==> src/rtl/apb_master_if.sv <==
// Command/response port and APB3 bus of the APB requester, bundled as one interface.
interface apb_master_if;
  logic        cmd_valid;
  logic        cmd_ready;
  logic        cmd_write;
  logic [31:0] cmd_addr;
  logic [31:0] cmd_wdata;
  logic        rsp_valid;
  logic [31:0] rsp_rdata;
  logic        rsp_err;
  logic        rsp_timeout;
  logic        psel;
  logic        penable;
  logic        pwrite;
  logic [31:0] paddr;
  logic [31:0] pwdata;
  logic [31:0] prdata;
  logic        pready;
  logic        pslverr;

  // Requester side: accepts commands, drives the APB bus, returns responses.
  modport master (
    input  cmd_valid, cmd_write, cmd_addr, cmd_wdata, prdata, pready, pslverr,
    output cmd_ready, rsp_valid, rsp_rdata, rsp_err, rsp_timeout,
    output psel, penable, pwrite, paddr, pwdata
  );

  // Environment side: issues commands, consumes responses, acts as completer.
  modport slave (
    output cmd_valid, cmd_write, cmd_addr, cmd_wdata, prdata, pready, pslverr,
    input  cmd_ready, rsp_valid, rsp_rdata, rsp_err, rsp_timeout,
    input  psel, penable, pwrite, paddr, pwdata
  );
endinterface

==> src/rtl/apb_master.sv <==
// APB3 requester: single-beat valid/ready commands become SETUP/ACCESS
// transfers; completion, completer error or wait-state timeout is reported
// on a one-cycle response strobe.
module apb_master #(
  parameter int TIMEOUT = 16
) (
  input  logic   pclk,
  input  logic   prst,
  apb_master_if.master bus
);

  localparam int CNT_W = $clog2(TIMEOUT + 1);
  localparam logic [CNT_W-1:0] CNT_LAST = CNT_W'(TIMEOUT - 1);

  typedef enum logic [1:0] {
    IDLE   = 2'd0,
    SETUP  = 2'd1,
    ACCESS = 2'd2
  } state_t;

  state_t           state;
  state_t           state_nxt;
  logic [CNT_W-1:0] wait_cnt;
  logic [CNT_W-1:0] wait_cnt_nxt;

  logic             accept;
  logic             psel_nxt;
  logic             penable_nxt;
  logic             pwrite_nxt;
  logic [31:0]      paddr_nxt;
  logic [31:0]      pwdata_nxt;
  logic             rsp_valid_nxt;
  logic [31:0]      rsp_rdata_nxt;
  logic             rsp_err_nxt;
  logic             rsp_timeout_nxt;

  // Commands are only taken while idle and out of reset.
  assign bus.cmd_ready = (state == IDLE) && !prst;
  assign accept        = bus.cmd_valid && bus.cmd_ready;

  // State and all bus/response registers; reset returns the bus to idle and
  // silently drops any transfer in flight.
  always_ff @(posedge pclk) begin
    if (prst) begin
      state           <= IDLE;
      wait_cnt        <= '0;
      bus.psel        <= 1'b0;
      bus.penable     <= 1'b0;
      bus.pwrite      <= 1'b0;
      bus.paddr       <= '0;
      bus.pwdata      <= '0;
      bus.rsp_valid   <= 1'b0;
      bus.rsp_rdata   <= '0;
      bus.rsp_err     <= 1'b0;
      bus.rsp_timeout <= 1'b0;
    end else begin
      state           <= state_nxt;
      wait_cnt        <= wait_cnt_nxt;
      bus.psel        <= psel_nxt;
      bus.penable     <= penable_nxt;
      bus.pwrite      <= pwrite_nxt;
      bus.paddr       <= paddr_nxt;
      bus.pwdata      <= pwdata_nxt;
      bus.rsp_valid   <= rsp_valid_nxt;
      bus.rsp_rdata   <= rsp_rdata_nxt;
      bus.rsp_err     <= rsp_err_nxt;
      bus.rsp_timeout <= rsp_timeout_nxt;
    end
  end

  // Next-state: SETUP is always one cycle; ACCESS ends on pready or when the
  // wait budget is spent (pready takes priority in the last allowed cycle).
  always_comb begin
    state_nxt = state;
    case (state)
      IDLE:    if (accept) state_nxt = SETUP;
      SETUP:   state_nxt = ACCESS;
      ACCESS:  if (bus.pready || (wait_cnt == CNT_LAST)) state_nxt = IDLE;
      default: state_nxt = IDLE;
    endcase
  end

  // Next values of the registered outputs; everything holds unless the
  // current state says otherwise, and the response strobe defaults low.
  always_comb begin
    psel_nxt        = bus.psel;
    penable_nxt     = bus.penable;
    pwrite_nxt      = bus.pwrite;
    paddr_nxt       = bus.paddr;
    pwdata_nxt      = bus.pwdata;
    rsp_valid_nxt   = 1'b0;
    rsp_rdata_nxt   = bus.rsp_rdata;
    rsp_err_nxt     = bus.rsp_err;
    rsp_timeout_nxt = bus.rsp_timeout;
    wait_cnt_nxt    = wait_cnt;
    case (state)
      IDLE: begin
        if (accept) begin
          pwrite_nxt  = bus.cmd_write;
          paddr_nxt   = bus.cmd_addr;
          pwdata_nxt  = bus.cmd_wdata;
          psel_nxt    = 1'b1;
          penable_nxt = 1'b0;
        end
      end
      SETUP: begin
        penable_nxt  = 1'b1;
        wait_cnt_nxt = '0;
      end
      ACCESS: begin
        if (bus.pready) begin
          psel_nxt        = 1'b0;
          penable_nxt     = 1'b0;
          rsp_valid_nxt   = 1'b1;
          rsp_err_nxt     = bus.pslverr;
          rsp_rdata_nxt   = bus.pwrite ? 32'd0 : bus.prdata;
          rsp_timeout_nxt = 1'b0;
        end else if (wait_cnt == CNT_LAST) begin
          psel_nxt        = 1'b0;
          penable_nxt     = 1'b0;
          rsp_valid_nxt   = 1'b1;
          rsp_err_nxt     = 1'b1;
          rsp_rdata_nxt   = 32'd0;
          rsp_timeout_nxt = 1'b1;
        end else begin
          wait_cnt_nxt = wait_cnt + CNT_W'(1);
        end
      end
      default: ;
    endcase
  end

endmodule

==> src/flat_wrapper.sv <==
// flat-port wrapper written by rule: the top's interface ports become plain ports
module apb_master_flat 
#(
  parameter int TIMEOUT = 16
)
  (pclk, prst, bus_cmd_valid, bus_cmd_write, bus_cmd_addr, bus_cmd_wdata, bus_prdata, bus_pready, bus_pslverr, bus_cmd_ready, bus_rsp_valid, bus_rsp_rdata, bus_rsp_err, bus_rsp_timeout, bus_psel, bus_penable, bus_pwrite, bus_paddr, bus_pwdata);
  apb_master_if bus_i ();
  input  logic pclk;
  input  logic prst;
  input wire logic [$bits(bus_i.cmd_valid)-1:0] bus_cmd_valid;
  input wire logic [$bits(bus_i.cmd_write)-1:0] bus_cmd_write;
  input wire logic [$bits(bus_i.cmd_addr)-1:0] bus_cmd_addr;
  input wire logic [$bits(bus_i.cmd_wdata)-1:0] bus_cmd_wdata;
  input wire logic [$bits(bus_i.prdata)-1:0] bus_prdata;
  input wire logic [$bits(bus_i.pready)-1:0] bus_pready;
  input wire logic [$bits(bus_i.pslverr)-1:0] bus_pslverr;
  output wire logic [$bits(bus_i.cmd_ready)-1:0] bus_cmd_ready;
  output wire logic [$bits(bus_i.rsp_valid)-1:0] bus_rsp_valid;
  output wire logic [$bits(bus_i.rsp_rdata)-1:0] bus_rsp_rdata;
  output wire logic [$bits(bus_i.rsp_err)-1:0] bus_rsp_err;
  output wire logic [$bits(bus_i.rsp_timeout)-1:0] bus_rsp_timeout;
  output wire logic [$bits(bus_i.psel)-1:0] bus_psel;
  output wire logic [$bits(bus_i.penable)-1:0] bus_penable;
  output wire logic [$bits(bus_i.pwrite)-1:0] bus_pwrite;
  output wire logic [$bits(bus_i.paddr)-1:0] bus_paddr;
  output wire logic [$bits(bus_i.pwdata)-1:0] bus_pwdata;
  assign bus_i.cmd_valid = bus_cmd_valid;
  assign bus_i.cmd_write = bus_cmd_write;
  assign bus_i.cmd_addr = bus_cmd_addr;
  assign bus_i.cmd_wdata = bus_cmd_wdata;
  assign bus_i.prdata = bus_prdata;
  assign bus_i.pready = bus_pready;
  assign bus_i.pslverr = bus_pslverr;
  assign bus_cmd_ready = bus_i.cmd_ready;
  assign bus_rsp_valid = bus_i.rsp_valid;
  assign bus_rsp_rdata = bus_i.rsp_rdata;
  assign bus_rsp_err = bus_i.rsp_err;
  assign bus_rsp_timeout = bus_i.rsp_timeout;
  assign bus_psel = bus_i.psel;
  assign bus_penable = bus_i.penable;
  assign bus_pwrite = bus_i.pwrite;
  assign bus_paddr = bus_i.paddr;
  assign bus_pwdata = bus_i.pwdata;
  apb_master #(.TIMEOUT(TIMEOUT)) u_core (.pclk(pclk), .prst(prst), .bus(bus_i));
endmodule
==> config.mk <==
export PLATFORM = sky130hd
export DESIGN_NAME = apb_master_flat
export DESIGN_NICKNAME = d
export VERILOG_FILES = /design/src/rtl/apb_master_if.sv /design/src/rtl/apb_master.sv /design/src/flat_wrapper.sv
export SDC_FILE = /design/constraint.sdc
export NUM_CORES = 1
export LEC_CHECK = 0
export ABC_AREA = 1
export BUFFER_PORTS_ARGS = -buffer_cell sky130_fd_sc_hd__buf_2
export CORE_MARGIN = 5
export CORE_UTILIZATION = 45
export DETAILED_ROUTE_END_ITERATION = 12
export HOLD_SLACK_MARGIN = 0.15
export PLACE_DENSITY = 0.86
export SLEW_MARGIN = 25
export SYNTH_ARGS = -nofsm -noshare
export SYNTH_HDL_FRONTEND = slang
export SYNTH_SLANG_ARGS = --single-unit
==> constraint.sdc <==
create_clock -name pclk -period 1.84 [get_ports pclk]
set_clock_uncertainty 0.05 [all_clocks]
set_input_delay 0.092 -clock pclk [delete_from_list [all_inputs] [get_ports pclk]]
set_output_delay 0.092 -clock pclk [all_outputs]
set_load 0.005 [all_outputs]
==> out/qor.yml, run 1 <==
drive_gt1_share_pct: 29.2
grt_pass1_wl_mm: 24.0
viasPerCell: 5.19
routedWlPerCell_um: 15.9
setup_violations: 0
postCtsSetupBuffers: 0
grt_max_degree: 62
p_leak_uw: 0.00320
drtPass1Iterations: 5
vias: 4746
relSlewSlack_pct: 72.2
whs_ps: 412
crit_type: "flip-flop to flip-flop"
area_delta_synth_final_pct: 57.8
layout.cells.non_filler: 915
die_h_um: 104
global_route.overflow_total: 0
start_util_pct: 46.1
hp-class: "flip-flop to flip-flop"
gp_congestion: 0.771
final_common_cell: "buf_2"
cts.clk_slew.worst_paths_ps: 100
drt-total-wl_mm: 14.5
drt_iter0_drc: 341
power_per_cell_area_mw_per_mm2: 842
vdd_drop_max_mv: 0.498
status: "finished clean"
timing.final.crit_share_pct: 93.4
worst-endpoint-arrival_ps: 1940
finalHoldViolations: 0
dp_cells: 797
fillerInstances: 592
ant_nets: 0
cts_tree: "built"
final_cell_mix: "buf_2 (204), nand2_1 (176), dfxtp_1 (108), nand3_1 (102), dlygate4sd3_1 (102)"
synth_nets: 619
critPathCaptureType: "flip-flop"
nets: 911
yosysUniqueCellTypes: 21
dieArea_mm2: 0.0109
cap_viol_max_count: 0
placementRows: 34
syn_area_per_cell_um2: 7.85
cts_root_buf: "clkbuf_8"
clockBufferDepth: 2
drv_slew: 0
grt_antenna_before_repair: 0
port_buffers: 204
ys_warn_count: 0
coreArea_mm2: 0.00868
syn_inst: 510
numCtsBuffers: 9
route.detailed.drc: 0
yosysSeqAreaShare_pct: 54.5
clock_latency_ps: 350
cp.required_ps: 2070
antenna_cells: 0
fp.dieW_um: 104
start_kind: "flip-flop"
critPathMaxFanout: 33
grt_pass1_vias: 4828
synth_area_mm2: 0.00400
ios: 205
hpwl_mm: 8.18
worst_pin_slew_ps: 417
grtUsageTotal_pct: 26.4
finalCriticalPeriod_ps: 1720
h-tree-depth: 3
clock_sinks: 109
ys_ff_latch: 109
max_freq_mhz: 582
## what timing repair did
action	CTS	global route
hold endpoints to repair	100	0
hold buffers	102	0
gates resized for setup	0	12
endpoints found under the setup margin	0	95
## logic make-up (layout without fill, tap and decap cells)
logic type | count (synthesis) | after routing | synth area share, %
AOI/OAI and AO/OA | 48 | 48 | 6.00
adders and majority gates | 7 | 7 | 2.19
buffers and inverters | 51 | 348 | 5.94
DFF | 109 | 109 | 54.5
and+or+nand+nor | 295 | 295 | 31.4
## routing by layer
metal | GRT usage (%) | vias up | share of wire, %
li1 | - | 2240 | -
met1 | 30.5 | 2168 | 37
met3 | 8.13 | 43 | 11
met4 | 9.99 | 0 | 2.8
met2 | 45.5 | 295 | 49
met5 | 0 | - | 0
## cells in the mapped netlist
master / number / area [µm²]
buf_2: 16 / 80.1
o21ai_1: 1 / 5.00
nand4_1: 1 / 6.26
dfxtp_1: 109 / 2180
ha_1: 7 / 87.6
nand3b_1: 1 / 7.51
nand2_2: 1 / 6.26
or2_2: 2 / 12.5
a21oi_1: 43 / 215
o21ai_0: 4 / 20.0
buf_4: 7 / 52.6
nor3_1: 1 / 5.00
buf_1: 2 / 7.51
and3_1: 1 / 6.26
nor2_2: 1 / 6.26
nor2_1: 9 / 33.8
nand2_1: 176 / 661
inv_2: 2 / 7.51
clkbuf_1: 9 / 33.8
inv_1: 15 / 56.3
nand3_1: 102 / 510
## state kept, by name, indices dropped and copies added (netlist names)
register	count
u_core.bus.psel	1
u_core.bus.rsp_timeout	1
u_core.bus.pwrite	1
u_core.wait_cnt	5
u_core.bus.penable	1
u_core.bus.pwdata	32
u_core.bus.rsp_valid	1
u_core.state	2
u_core.bus.rsp_err	1
u_core.bus.paddr	32
u_core.bus.rsp_rdata	32
## stage by stage
step / setup WS (ps) / area, µm² / setup TNS, ps / power [µW] / util [%]
floorplan: 304 / 4000 / 0 / 3350 / -
global placement: 140 / 5090 / 0 / 3790 / 58.7
detailed placement: 31.8 / 5090 / 0 / 3840 / 58.7
CTS: 12.6 / 6280 / 0 / 5290 / 72.3
global route: -3.94 / 6310 / -3.94 / 5620 / 72.8
finish: 122 / 6310 / 0 / 5310 / 72.8
## final timing paths
check	start	to	slack (ps)	depth (start not counted)
min reg2reg	u_core.bus.rsp_rdata[30]$_SDFFE_PP0P_	u_core.bus.rsp_rdata[30]$_SDFFE_PP0P_	410	2
max	u_core.wait_cnt[0]$_SDFFE_PP0P_	u_core.bus.rsp_rdata[21]$_SDFFE_PP0P_	120	10
min	u_core.bus.rsp_rdata[30]$_SDFFE_PP0P_	u_core.bus.rsp_rdata[30]$_SDFFE_PP0P_	410	2
max reg2reg	u_core.wait_cnt[0]$_SDFFE_PP0P_	u_core.bus.rsp_rdata[21]$_SDFFE_PP0P_	120	10
## critical path: stages, from the launching register on
cell and delay (ps):
dfxtp_2 350, ha_1 210, nand2_1 110, nor2_2 50, ha_2 180, nand2_1 60, nand2_1 80, inv_1 110
buf_12 190, nand2_1 80, a21oi_1 170
## area by class of cell
cell class	instances	area, µm²	area share (%)
flip-flops and latches	109	2180	34.6
repair buffers	315	2170	34.4
clock inverters	4	32.5	0.515
well taps	108	135	2.14
multi-input cells	350	1590	25.2
clock buffers	12	135	2.14
inverters	17	66.3	1.05
## where the power goes
| group | internal [µW] | switching (µW) |
|---|---|---|
| combinational | 601 | 681 |
| clock | 503 | 768 |
| sequential | 2610 | 148 |
(Power assumes the default switching activity.)
==> inputs of run 2 (changes only) <==
Settings changed: PLACE_DENSITY 0.86 to default, PLACE_DENSITY_LB_ADDON from default to 0.25.
==> run 2 against run 1 <==
  * Maximum frequency rose by 0.69%
  * Via count is 3.1% lower
  * Register-to-register slack about the same
  * Die area stayed put
  * Setup slack better by 12 ps
  * First-iteration DRC count fell by 29%
  * Critical path type unchanged
==> out/qor.yml, run 2 (same netlist as run 1, synthesis figures left out) <==
slowest_stage: "dlygate4sd3_1"
slowest_delay_ps: 560  # +210 ps
p_switching_uw: 1590  # -0.66%
status: "finished clean"
timing.final.crit_share_pct: 92.8  # -0.64 points
area_delta_synth_final_pct: 58.6
routedWlPerCell_um: 15.0  # -5.3%
gp_congestion: 0.800  # +3.7%
h-tree-depth: 3  # unchanged
dieArea_mm2: 0.0109  # unchanged
p_seq_share_pct: 49.4  # -2.5 points
power_per_cell_area_mw_per_mm2: 875  # +4.0%
power_uw: 5560  # +4.6%
swShare_pct: 28.5  # -1.5 points
coreArea_mm2: 0.00868  # unchanged
hp-class: "primary input to flip-flop"
start_kind: "flip-flop"
cts_root_buf: "clkbuf_8"
final_cell_mix: "buf_2 (204), nand2_1 (176), dfxtp_1 (108), nand3_1 (102), dlygate4sd3_1 (101)"
max_freq_mhz: 586  # +0.69%
dp_cells: 797  # unchanged
setup_tns_ps: 0  # unchanged
crit_chain: "inv_1 -> ha_2 -> nand2_1 -> o21ai_0 -> dlygate4sd3_1 -> nor2_1"
ios: 205  # unchanged
ant_nets: 0  # unchanged
nets: 910  # -0.11%
relSlewSlack_pct: 71.4  # -0.85 points
numCtsBuffers: 9  # unchanged
multiInputGateArea_mm2: 0.00159  # unchanged
grt_pass1_vias: 4638  # -3.9%
crit_type: "flip-flop to flip-flop"
critPathCaptureType: "flip-flop"
drtPass1Iterations: 5  # unchanged
pre_cts_ws_ps: 152  # +120 ps
clkPwrFrac_pct: 27.9  # +4.0 points
layout.cells.non_filler: 914  # -0.11%
grt_antenna_before_repair: 0  # unchanged
finalHoldViolations: 0  # unchanged
p_leak_uw: 0.00322  # +0.63%
start_util_pct: 46.1  # unchanged
postLayoutCoreUtil_pct: 73.2  # +0.40 points
cts.clk_slew.worst_paths_ps: 90  # about the same
clock_sinks: 109  # unchanged
worst_pin_slew_ps: 426  # +9.91 ps
hpwl_mm: 8.20  # +0.16%
postCtsSetupBuffers: 0  # unchanged
die_h_um: 104  # unchanged
fillerInstances: 584  # -1.4%
vdd_drop_max_mv: 0.498  # -0.10%
final_common_cell: "buf_2"
cap_viol_max_count: 0  # unchanged
power.internal_uw: 3970  # +6.8%
route.detailed.drc: 0  # unchanged
largest_registers: "u_core.bus.paddr (32), u_core.bus.pwdata (32), u_core.bus.rsp_rdata (32)"
cts_tree: "built"
grt_max_degree: 67  # +8.1%
critPathMaxFanout: 6  # -82%
grt_pass1_wl_mm: 22.6  # -5.9%
grtUsageTotal_pct: 24.7  # -1.7 points
seqCellArea_mm2: 0.00218  # unchanged
pwr-share-comb_pct: 22.7  # -1.4 points
finalCriticalPeriod_ps: 1710  # -11.8 ps
drv_slew: 0  # unchanged
viasPerCell: 5.03  # -3.0%
drt_iter0_drc: 241  # -29%
setup_violations: 0  # unchanged
drt-total-wl_mm: 13.8  # -5.4%
drive_gt1_share_pct: 29.6  # +0.32 points
global_route.overflow_total: 0  # unchanged
clockBufferDepth: 2  # unchanged
cp.required_ps: 2040  # -30 ps
setup_slack_ps: 133  # +11.8 ps
fp.dieW_um: 104  # unchanged
worst-endpoint-arrival_ps: 1910  # -30 ps
vias: 4598  # -3.1%
placementRows: 34  # unchanged
port_buffers: 204  # unchanged
clock_latency_ps: 350  # about the same
run 2: area by class of cell:
| cell class | instances | share of cell area, % |
|---|---|---|
| Sequential cell | 109 | 34.4 |
| Timing Repair Buffer | 314 | 34.0 |
| Multi-Input combinational cell | 350 | 25.0 |
| Tap cell | 108 | 2.13 |
| Clock buffer | 9 | 1.95 |
| Clock inverter | 6 | 1.40 |
| Inverter | 17 | 1.00 |
| Antenna cell | 1 | 0.0394 |
run 2: power by group through the flow:
| stage | clock network (µW) | registers [µW] | logic, µW |
|---|---|---|---|
| floorplan | 0 | 2810 | 540 |
| global placement | 0 | 2780 | 1040 |
| detailed placement | 0 | 2790 | 1070 |
| CTS | 1590 | 2740 | 1230 |
| global route | 1680 | 2780 | 1400 |
| finish | 1550 | 2750 | 1260 |
run 2: worst max-delay path: cells and delay by family, from the launching register on:
family          cells  cell delay (ps)
buf+inv             2              670
flops               1              340
fa+ha+maj           1              260
simple gates        2              140
compound gates      1              140
run 2: per-layer routing:
metal  routed length, µm  vias to the layer above  global-route usage, %
li1                    -                     2229                      -
met1                5330                     2088                   29.2
met2                6760                      245                   41.3
met3                1330                       36                   7.95
met4                 324                        0                   10.1
met5                   0                        -                      0
run 2: stage by stage:
step           instance area (µm²)  hold WS, ps
2_1_floorplan                 4000          152
3_3_place_gp                  5110          235
4_1_cts                       6340          192
5_1_grt                       6350          251
3_5_place_dp                  5110          240
6_report                      6350          217
run 2: what timing repair did:
item	CTS	global route
hold buffers	101	0
resized for setup	0	4
endpoints found under the hold margin	105	0
endpoints found under the setup margin	0	33
run 2: worst paths after layout:
path	cells after the start	endpoint	slack, ps	startpoint
worst min-delay path	5	u_core.state[0]$_SDFFE_PP0P_	220	bus_cmd_valid
worst max-delay path	6	u_core.bus.rsp_err$_SDFFE_PP0P_	130	u_core.state[0]$_SDFFE_PP0P_
worst max register to register	6	u_core.bus.rsp_err$_SDFFE_PP0P_	130	u_core.state[0]$_SDFFE_PP0P_
worst min register to register	1	u_core.wait_cnt[0]$_SDFFE_PP0P_	400	u_core.wait_cnt[0]$_SDFFE_PP0P_
